$ cat config.mk
export PLATFORM = sky130hd
export DESIGN_NAME = shift_encoder_seq
export DESIGN_NICKNAME = d
export VERILOG_FILES = /design/src/rtl/shift_enc_pkg.sv /design/src/rtl/shift_enc_round.sv /design/src/rtl/shift_encoder_seq.sv
export SDC_FILE = /design/constraint.sdc
export NUM_CORES = 1
export LEC_CHECK = 0
export ABC_AREA = 0
export ABC_CLOCK_PERIOD_IN_PS = 9300
export CAP_MARGIN = 20
export CORE_ASPECT_RATIO = 1.5
export CORE_UTILIZATION = 40
export DETAILED_ROUTE_END_ITERATION = 7
export PLACE_DENSITY = 0.71
export REMOVE_ABC_BUFFERS = 1
export SETUP_SLACK_MARGIN = 0.1
export SLEW_MARGIN = 10
export SYNTH_ARGS = -nofsm -noshare
export SYNTH_HDL_FRONTEND = slang
export SYNTH_SLANG_ARGS = --single-unit
$ cat constraint.sdc
create_clock -name clk -period 9.3 [get_ports clk]
set_input_delay 2.79 -clock clk [delete_from_list [all_inputs] [get_ports clk]]
set_output_delay 2.79 -clock clk [all_outputs]
set_load 0.01 [all_outputs]
$ cat src/rtl/shift_enc_pkg.sv
// shift_enc_pkg: shared FSM states, mode constants and key-byte helper for the shift encoder.
package shift_enc_pkg;
  localparam logic [1:0] IDLE = 2'd0;
  localparam logic [1:0] RUN  = 2'd1;
  localparam logic [1:0] DONE = 2'd2;
  localparam logic MODE_ENC = 1'b0;
  localparam logic MODE_DEC = 1'b1;
  localparam int MAX_KEY_W = 256;
  // Byte 0 is the most significant byte (lowest indices of the ascending vector).
  function automatic logic [7:0] key_byte(input logic [0:MAX_KEY_W-1] key, input int i);
    return key[8*i +: 8];
  endfunction
endpackage

$ cat src/rtl/shift_enc_round.sv
// shift_enc_round: one combinational keyed rotate/xor round; decode path built only with SHIFT_ENC_DECODE_EN.
module shift_enc_round
  import shift_enc_pkg::*;
#(
  parameter int DATA_W = 80
) (
  input  logic [0:DATA_W-1] st_i,
  input  logic [7:0]        kb_i,
  input  logic              mode_i,
  output logic [0:DATA_W-1] st_o
);
  localparam int RB = (DATA_W + 7) / 8;
  logic [31:0] s;
  logic [0:8*RB-1] rep;
  logic [0:DATA_W-1] m, enc;
  assign s = 32'(kb_i) % 32'(DATA_W);
  assign rep = {RB{kb_i}};
  assign m = rep[8*RB-DATA_W:8*RB-1];
  assign enc = ((st_i << s) | (st_i >> (32'(DATA_W) - s))) ^ m;
`ifdef SHIFT_ENC_DECODE_EN
  logic [0:DATA_W-1] t, dec;
  assign t = st_i ^ m;
  assign dec = (t >> s) | (t << (32'(DATA_W) - s));
  assign st_o = mode_i == MODE_DEC ? dec : enc;
`else
  logic unused_mode;
  assign unused_mode = mode_i;
  assign st_o = enc;
`endif
endmodule

$ cat src/rtl/shift_encoder_seq.sv
// shift_encoder_seq: handshaked multi-round keyed shift encoder, one round per clock.
// Define SHIFT_ENC_DECODE_EN to honour the mode port and build the decode datapath.
module shift_encoder_seq
  import shift_enc_pkg::*;
#(
  parameter int DATA_W = 80,
  parameter int KEY_W  = 64
) (
  input  logic              clk,
  input  logic              rst,
  input  logic              in_valid,
  output logic              in_ready,
  input  logic [0:DATA_W-1] data_in,
  input  logic [0:KEY_W-1]  final_key,
  input  logic              mode,
  output logic              out_valid,
  input  logic              out_ready,
  output logic [0:DATA_W-1] data_out
);
  localparam int ROUNDS = KEY_W / 8;
  localparam int CW = ROUNDS > 1 ? $clog2(ROUNDS) : 1;
  logic [1:0] state_q, state_d;
  logic [0:DATA_W-1] data_q, data_d, round_st;
  logic [0:KEY_W-1] key_q, key_d;
  logic mode_q, mode_d, mode_eff;
  logic [CW-1:0] cnt_q, cnt_d, ri;
  logic [0:MAX_KEY_W-1] key_ext;
  logic [7:0] kb;
`ifdef SHIFT_ENC_DECODE_EN
  assign mode_eff = mode;
`else
  logic unused_mode;
  assign unused_mode = mode;
  assign mode_eff = MODE_ENC;
`endif
  always_comb begin
    key_ext = '0;
    key_ext[0:KEY_W-1] = key_q;
  end
  // Decode walks the key bytes backwards using the same up-counter.
  assign ri = mode_q == MODE_DEC ? CW'(ROUNDS - 1) - cnt_q : cnt_q;
  assign kb = key_byte(key_ext, int'(ri));
  shift_enc_round #(.DATA_W(DATA_W)) u_round (
    .st_i  (data_q),
    .kb_i  (kb),
    .mode_i(mode_q),
    .st_o  (round_st)
  );
  always_comb begin
    state_d = state_q;
    data_d = data_q;
    key_d = key_q;
    mode_d = mode_q;
    cnt_d = cnt_q;
    if (state_q == IDLE && in_valid) begin
      state_d = RUN;
      data_d = data_in;
      key_d = final_key;
      mode_d = mode_eff;
      cnt_d = '0;
    end
    if (state_q == RUN) begin
      data_d = round_st;
      cnt_d = cnt_q + 1'b1;
      state_d = cnt_q == CW'(ROUNDS - 1) ? DONE : RUN;
    end
    if (state_q == DONE && out_ready) state_d = IDLE;
  end
  always_ff @(posedge clk) begin
    if (rst) begin
      state_q <= IDLE;
      data_q <= '0;
      key_q <= '0;
      mode_q <= MODE_ENC;
      cnt_q <= '0;
    end else begin
      state_q <= state_d;
      data_q <= data_d;
      key_q <= key_d;
      mode_q <= mode_d;
      cnt_q <= cnt_d;
    end
  end
  assign in_ready = state_q == IDLE;
  assign out_valid = state_q == DONE;
  assign data_out = data_q;
endmodule

==> flow_summary.json, run 1 <==
{
  "initial_core_util": 0.4059,
  "post_drt_via_cell_ratio": 7.375,
  "finalNetCount": 2851,
  "met2_usage": 0.7599,
  "startpoint_type": "register",
  "drtAntennaViolNets": 0,
  "synthArstFlopShare": 0,
  "hp-start": "key_q[9]",
  "wirelength_mm": 134.9,
  "r2r_start": "cnt_q[0]",
  "die_height_um": 285.2,
  "firstDrtPassIters": 7,
  "root_buffer_cell": "sky130_fd_sc_hd__clkbuf_16",
  "crit-reg2reg-capture": "data_out[4]",
  "final_cell_count_no_fill": 3395,
  "clock_pin_slew_worst_setup_and_hold_paths_ns": 0.07,
  "synth-warning-count": 0,
  "timing.slew.headroom": 0.02634,
  "cts_buffer_depth": 2,
  "grt.met3_usage": 0.1349,
  "io_pins": 231,
  "setup_viol_count_final": 0,
  "grt_first_pass_wirelength_mm": 185.2,
  "powerDensity_nw_per_um2": 236.4,
  "grt_start_max_net_pins": 120,
  "cellInternalPower_uw": 2474,
  "grtUsageMet1": 0.5430,
  "timing.critical_path.fanout_max": 16,
  "final.min_clock_period_ns": 7.434,
  "power_frac_seq": 0.165,
  "all_layer_gr_usage": 0.4909,
  "worst_hold_path.endpoint": "key_q[9]",
  "worst_clock_skew_ns": 0.02368,
  "worst_path_largest_cell_delay_ns": 0.95,
  "fillCellCount": 5247,
  "power.net_switching_uw": 3326,
  "final_min_period_over_clock_period": 0.7994,
  "power.static_leakage_uw": 0.009456,
  "clock_latency_ns": 0.51,
  "grt_remaining_overflow": 0,
  "fmaxAchievable_mhz": 134.5,
  "netlist_top_cells_area": "sky130_fd_sc_hd__mux2i_1, sky130_fd_sc_hd__dfxtp_1, sky130_fd_sc_hd__mux4_2, sky130_fd_sc_hd__nand2_1, sky130_fd_sc_hd__a21oi_1",
  "max_cap_viol_count": 0,
  "worst_path_most_repeated_cell": "sky130_fd_sc_hd__buf_4",
  "gr-max-usage-layer": "met2",
  "detail_route.wl_per_cell_um": 39.74,
  "syn-instance-count": 2632,
  "comb_power_share": 0.698,
  "layout.cell_area.non_filler_um2": 24530,
  "combined_buffer_and_inverter_count_along_the_critical_path": 4,
  "std_cell_rows": 103,
  "worst_reg2reg_setup_slack_ns": 1.87,
  "path_cells": "buf_4 > mux4_2 > mux2i_4 > buf_4 > nand2_1 > ha_1 > nand2b_1 > o21ai_0 > o22ai_1 > nor2_2 > buf_4 > nor3_2 > o21ai_4 > buf_4 > a211oi_2 > a2111oi_2 > mux2i_1 > a311oi_1",
  "reg2reg_depth": 18,
  "gp_routability_congestion": 1.099,
  "area_taken_by_flip_flops_and_latches_um2": 2984,
  "crit_path_top_delay_cell": "sky130_fd_sc_hd__dfxtp_1",
  "cts_tree": "yes",
  "report.final.hold_viol_count": 0,
  "post_synth_num_cell_types": 110,
  "cts_hold_buffers": 0,
  "power.share.clock": 0.137,
  "max_slew.worst_pin.slew_ns": 1.460,
  "buffer_ports.inserted": 229,
  "h-tree-depth": 4,
  "min_path_type": "reg -> reg",
  "netlist.top_cell.by_area": "sky130_fd_sc_hd__mux2i_1",
  "min_path_cells": 2,
  "netlist_area_um2": 21390,
  "detailroute.via_count": 25040,
  "syn_area_per_cell_um2": 8.129,
  "clock_sink_count": 149,
  "hold_slack_ns": 0.4573,
  "timing.setup.critical_path_class": "reg -> reg",
  "number_of_global_route_vias_before_repair": 23820,
  "multi_input_comb_area_um2": 16950,
  "ys_top_cells_by_count": "sky130_fd_sc_hd__mux2i_1, sky130_fd_sc_hd__nand2_1, sky130_fd_sc_hd__a21oi_1",
  "grt_antenna_before_repair": 5,
  "final_core_utilization": 0.4654,
  "synth-main-ff-cell": "sky130_fd_sc_hd__dfxtp_1",
  "rsz0062_at_grt": "no",
  "report.final.slew_viol_count": 0,
  "netSwitchingFraction": 0.5735,
  "setup.worst_path.end_class": "register",
  "critical_path.top_delay_family": "compound AO/OA/AOI/OAI gates",
  "synth.ff_latch_count": 149,
  "place.detailed.hpwl_mm": 100.3,
  "critPathRequiredTime_ns": 9.63,
  "synth.top_cell.area_share": 0.2260,
  "die_w_um": 190.8,
  "critPathArrivalTime_ns": 7.76,
  "first_iter_violations": 3715,
  "drive_above_1_share": 0.1313,
  "worst_vdd_rail_ir_drop_uv": 155.3,
  "post-place-cells": 3359,
  "route.detailed.drc": 0,
  "dieArea_um2": 54430,
  "post-synth-top-count-cell": "sky130_fd_sc_hd__mux2i_1",
  "cts_inserted_buffers": 17,
  "run_status": "completed",
  "dpl-instance-area_um2": 23900,
  "number_of_setup_buffers_added_after_cts": 0,
  "area_overhead_vs_synth_pct": 14.66,
  "synth-seq-area-share": 0.1394,
  "coreArea_um2": 52710,
  "post_cts_resized": 0,
  "number_of_synthesized_flops_with_an_enable_pin": 0
}
logic make-up (layout without fill, tap and decap cells):
family                   after synthesis  in the layout  share of synthesized area
AO/OA/AOI/OAI                        717            717                     0.2419
XOR/XNOR                              31             31                    0.01515
adder cells (fa/ha/maj)                4              4                   0.002339
buffers and inverters                294            373                    0.07351
flip-flops                           149            149                     0.1394
multiplexers                         636            636                     0.3594
other                                  0              2                          0
AND/OR/NAND/NOR                      801            801                     0.1683
worst max-delay path by stage:
stage,start,to,slack [ns],cells after the start
CTS,cnt_q[0],data_out[4],2.19,18
finish,cnt_q[0],data_out[4],1.87,18
floorplan,cnt_q[1],data_out[63],-1.67,14
detailed placement,cnt_q[0],data_out[4],2.23,18
global route,cnt_q[0],data_out[4],1.81,18
global placement,cnt_q[0],data_out[4],2.36,18
area by class of cell:
cell class,count,area share
antenna,2,0.0002040
clock buffer,17,0.01734
clock inverter,15,0.007447
inverter,10,0.001836
multi-input combinational,2189,0.6908
sequential,149,0.1216
tap,682,0.03479
timing repair buffer,331,0.1260
cell usage in the layout, fill, tap and decap left out, drive strengths merged, types with 11 or more instances in the layout:
| cell | count |
|---|---|
| a2111oi | 16 |
| a211oi | 51 |
| a21o | 11 |
| a21oi | 180 |
| a221oi | 22 |
| a22oi | 21 |
| a311oi | 26 |
| a31o | 13 |
| a31oi | 22 |
| and2 | 26 |
| and3 | 12 |
| buf | 103 |
| clkbuf | 17 |
| clkdlybuf4s50 | 228 |
| dfxtp | 149 |
| inv | 19 |
| mux2 | 52 |
| mux2i | 486 |
| mux4 | 98 |
| nand2 | 430 |
| nand2b | 28 |
| nand3 | 87 |
| nand4 | 15 |
| nor2 | 103 |
| nor3 | 50 |
| nor4 | 12 |
| o2111ai | 12 |
| o211ai | 52 |
| o21ai | 97 |
| o221ai | 22 |
| o22a | 13 |
| o22ai | 52 |
| or3 | 13 |
| xnor2 | 31 |
metrics by stage:
| stage | TNS (ns) | worst slack [ns] | power [µW] |
|---|---|---|---|
| 2_1_floorplan | -75.11 | -1.673 | 3021 |
| 3_3_place_gp | 0 | 2.364 | 4745 |
| 3_5_place_dp | 0 | 2.231 | 4749 |
| 4_1_cts | 0 | 2.193 | 5552 |
| 5_1_grt | 0 | 1.811 | 5849 |
| 6_report | 0 | 1.866 | 5800 |
registers in the layout, indices dropped and copies added (netlist names):
name	cells
key_q	64
data_out	80
state_q	2
cnt_q	3
worst min-delay path, delay by kind of cell (launching register included):
family	cells	cell delay (ns)
AOI/OAI and AO/OA	1	0.05
and+or+nand+nor	1	0.05
DFF	1	0.31
power groups by stage:
stage	Combinational [µW]	Sequential, µW	Clock (µW)
5_1_grt	4080	948	818
2_1_floorplan	2170	852	0
3_5_place_dp	3810	944	0
4_1_cts	3820	930	800
6_report	4050	954	795
3_3_place_gp	3810	937	0
layer usage:
metal	vias to the layer above	part of all wire	routed length, µm
li1	10210	-	-
met1	12030	0.33	44730
met2	2130	0.45	60260
met3	658	0.11	14760
met4	4	0.11	15140
met5	-	0.00021	28
No activity file was read; power rests on OpenSTA's default activity.
==> run 2, diff against run 1 <==
--- a/config.mk
+++ b/config.mk
@@ -6,7 +6,7 @@
 export NUM_CORES = 1
 export LEC_CHECK = 0
 export ABC_AREA = 0
-export ABC_CLOCK_PERIOD_IN_PS = 9300
+export ABC_CLOCK_PERIOD_IN_PS = 7450
 export CAP_MARGIN = 20
 export CORE_ASPECT_RATIO = 1.5
 export CORE_UTILIZATION = 40
==> constraint.sdc (replaced) <==
create_clock -name clk -period 7.45 [get_ports clk]
set_input_delay 2.235 -clock clk [delete_from_list [all_inputs] [get_ports clk]]
set_output_delay 2.235 -clock clk [all_outputs]
set_load 0.01 [all_outputs]
==> run 2 against run 1 <==
Against the previous run:
- die area unchanged
- cell area increased by 3.5%
- sequential share of layout area is 0.41 points lower
- first-iteration DRC count down 3.1%
- worst hold slack worse by 0.0041 ns
- global-route usage grew 0.42 points
- fmax up 20%
- core utilization up 1.6 points
- largest power group unchanged
- combinational power increased by 31%
- non-clock buffer count grew 97
- critical endpoint is now data_out[79]
- register-to-register slack got worse by 0.63 ns
==> flow_summary.json, run 2 (synthesized netlist as in run 1, its figures left out) <==
{
  "final_min_period_over_clock_period": 0.8346,
  "grt_antenna_before_repair": 10,
  "fillCellCount": 5151,
  "grt_first_pass_wirelength_mm": 187.2,
  "max_slew.worst_pin.slew_ns": 1.308,
  "post_cts_resized": 0,
  "layout_common_cells": "sky130_fd_sc_hd__mux2i_1, sky130_fd_sc_hd__nand2_1, sky130_fd_sc_hd__clkdlybuf4s50_1",
  "place.detailed.hpwl_mm": 101.5,
  "layout.cells.most_common": "sky130_fd_sc_hd__mux2i_1",
  "run_status": "completed",
  "min_path_type": "reg -> reg",
  "multi_input_comb_area_um2": 16930,
  "first_iter_violations": 3601,
  "final.min_clock_period_ns": 6.218,
  "setup.worst_path.end_class": "register",
  "number_of_global_route_vias_before_repair": 24240,
  "timing.setup.critical_path_class": "reg -> reg",
  "worst_clock_skew_ns": 0.01828,
  "min_path_cells": 2,
  "die_height_um": 285.2,
  "root_buffer_cell": "sky130_fd_sc_hd__clkbuf_16",
  "totalPowerFinal_uw": 7457,
  "firstDrtPassIters": 6,
  "grt_start_max_net_pins": 134,
  "report.final.hold_viol_count": 0,
  "detail_route.wl_per_cell_um": 39.09,
  "post-place-cells": 3456,
  "largest_register_ff_count": 80,
  "cts_buffer_depth": 2,
  "reg2reg_depth": 15,
  "buffer_ports.inserted": 229,
  "report.final.slew_viol_count": 0,
  "area_overhead_vs_synth_pct": 18.69,
  "detailroute.via_count": 25440,
  "dpl-instance-area_um2": 24790,
  "cts_hold_buffers": 0,
  "worst_vdd_rail_ir_drop_uv": 228.2,
  "timing.slew.headroom": 0.1032,
  "die_w_um": 190.8,
  "area_taken_by_flip_flops_and_latches_um2": 2984,
  "h-tree-depth": 4,
  "layout.cell_area.non_filler_um2": 25390,
  "grt_remaining_overflow": 0,
  "route.detailed.drc": 0,
  "coreArea_um2": 52710,
  "clock_sink_count": 149,
  "initial_core_util": 0.4059,
  "drive_above_1_share": 0.1599,
  "post_drt_via_cell_ratio": 7.283,
  "power.static_leakage_uw": 0.009970,
  "finalNetCount": 2948,
  "final_cell_count_no_fill": 3493,
  "final_core_utilization": 0.4817,
  "fmaxAchievable_mhz": 160.8,
  "startpoint_type": "register",
  "gp_routability_congestion": 1.082,
  "setup_viol_count_final": 0,
  "max_cap_viol_count": 0,
  "number_of_setup_buffers_added_after_cts": 0,
  "critPathRequiredTime_ns": 7.79,
  "drtAntennaViolNets": 0,
  "rsz0062_at_grt": "no",
  "critPathArrivalTime_ns": 6.55,
  "wirelength_mm": 136.5,
  "timing.critical_path.fanout_max": 14,
  "cts_inserted_buffers": 17,
  "powerDensity_nw_per_um2": 293.7,
  "cts_tree": "yes",
  "dieArea_um2": 54430,
  "all_layer_gr_usage": 0.4952,
  "clock_pin_slew_worst_setup_and_hold_paths_ns": 0.07,
  "std_cell_rows": 103,
  "clock_latency_ns": 0.50,
  "io_pins": 231
}
run 2: changes by cell type in the layout (fill, tap and decap cells not counted), moves of 2 or more:
cell                      before  now
sky130_fd_sc_hd__buf_12        3   17
sky130_fd_sc_hd__o21ai_0      73   75
sky130_fd_sc_hd__inv_8         5    2
sky130_fd_sc_hd__buf_4        99  182
sky130_fd_sc_hd__o21ai_1      20   18
run 2: area by class of cell:
| type | count | area share |
|---|---|---|
| multi-input combinational | 2189 | 0.6667 |
| timing repair buffer | 428 | 0.1573 |
| sequential | 149 | 0.1175 |
| tap | 682 | 0.03361 |
| clock buffer | 18 | 0.01730 |
| clock inverter | 14 | 0.005519 |
| inverter | 10 | 0.001774 |
| antenna | 3 | 0.0002957 |
run 2: power breakdown:
group          total, µW  internal, µW  switching [µW]
Combinational       5300          1920            3380
Sequential          1230           888             338
Clock                933           479             454
run 2: worst paths after layout:
path / startpoint / to / slack, ns
worst max-delay path: cnt_q[0] / data_out[79] / 1.23
worst min-delay path: key_q[14] / key_q[14] / 0.45
worst max register to register: cnt_q[0] / data_out[79] / 1.23
worst min register to register: key_q[14] / key_q[14] / 0.45
run 2: routing by layer:
layer | global-route usage | wire length, µm
met5 | 0 | 65
met4 | 0.4776 | 15990
met1 | 0.5428 | 45970
met3 | 0.1280 | 13900
met2 | 0.7668 | 60610
run 2: worst max-delay path, stage by stage (launching register included):
cell	delay, ns
sky130_fd_sc_hd__dfxtp_1	0.82
sky130_fd_sc_hd__mux4_2	0.65
sky130_fd_sc_hd__mux2i_4	0.20
sky130_fd_sc_hd__nand2_1	0.18
sky130_fd_sc_hd__ha_1	0.42
sky130_fd_sc_hd__nand2b_1	0.29
sky130_fd_sc_hd__o21ai_0	0.22
sky130_fd_sc_hd__o22ai_1	0.20
sky130_fd_sc_hd__or2_1	0.47
sky130_fd_sc_hd__buf_4	0.31
sky130_fd_sc_hd__a211oi_2	0.58
sky130_fd_sc_hd__or2_1	0.50
sky130_fd_sc_hd__nand3_1	0.29
sky130_fd_sc_hd__a31oi_1	0.61
sky130_fd_sc_hd__xnor2_1	0.20
sky130_fd_sc_hd__o22ai_1	0.10
run 2: metrics by stage:
stage	setup WS (ns)	hold slack, ns	setup TNS, ns
after floorplan	-3.523	0.4261	-219.97
after global placement	1.489	0.4392	0
after detailed placement	1.469	0.4447	0
after CTS	1.445	0.4545	0
after global routing	1.196	0.4731	0
final	1.232	0.4533	0
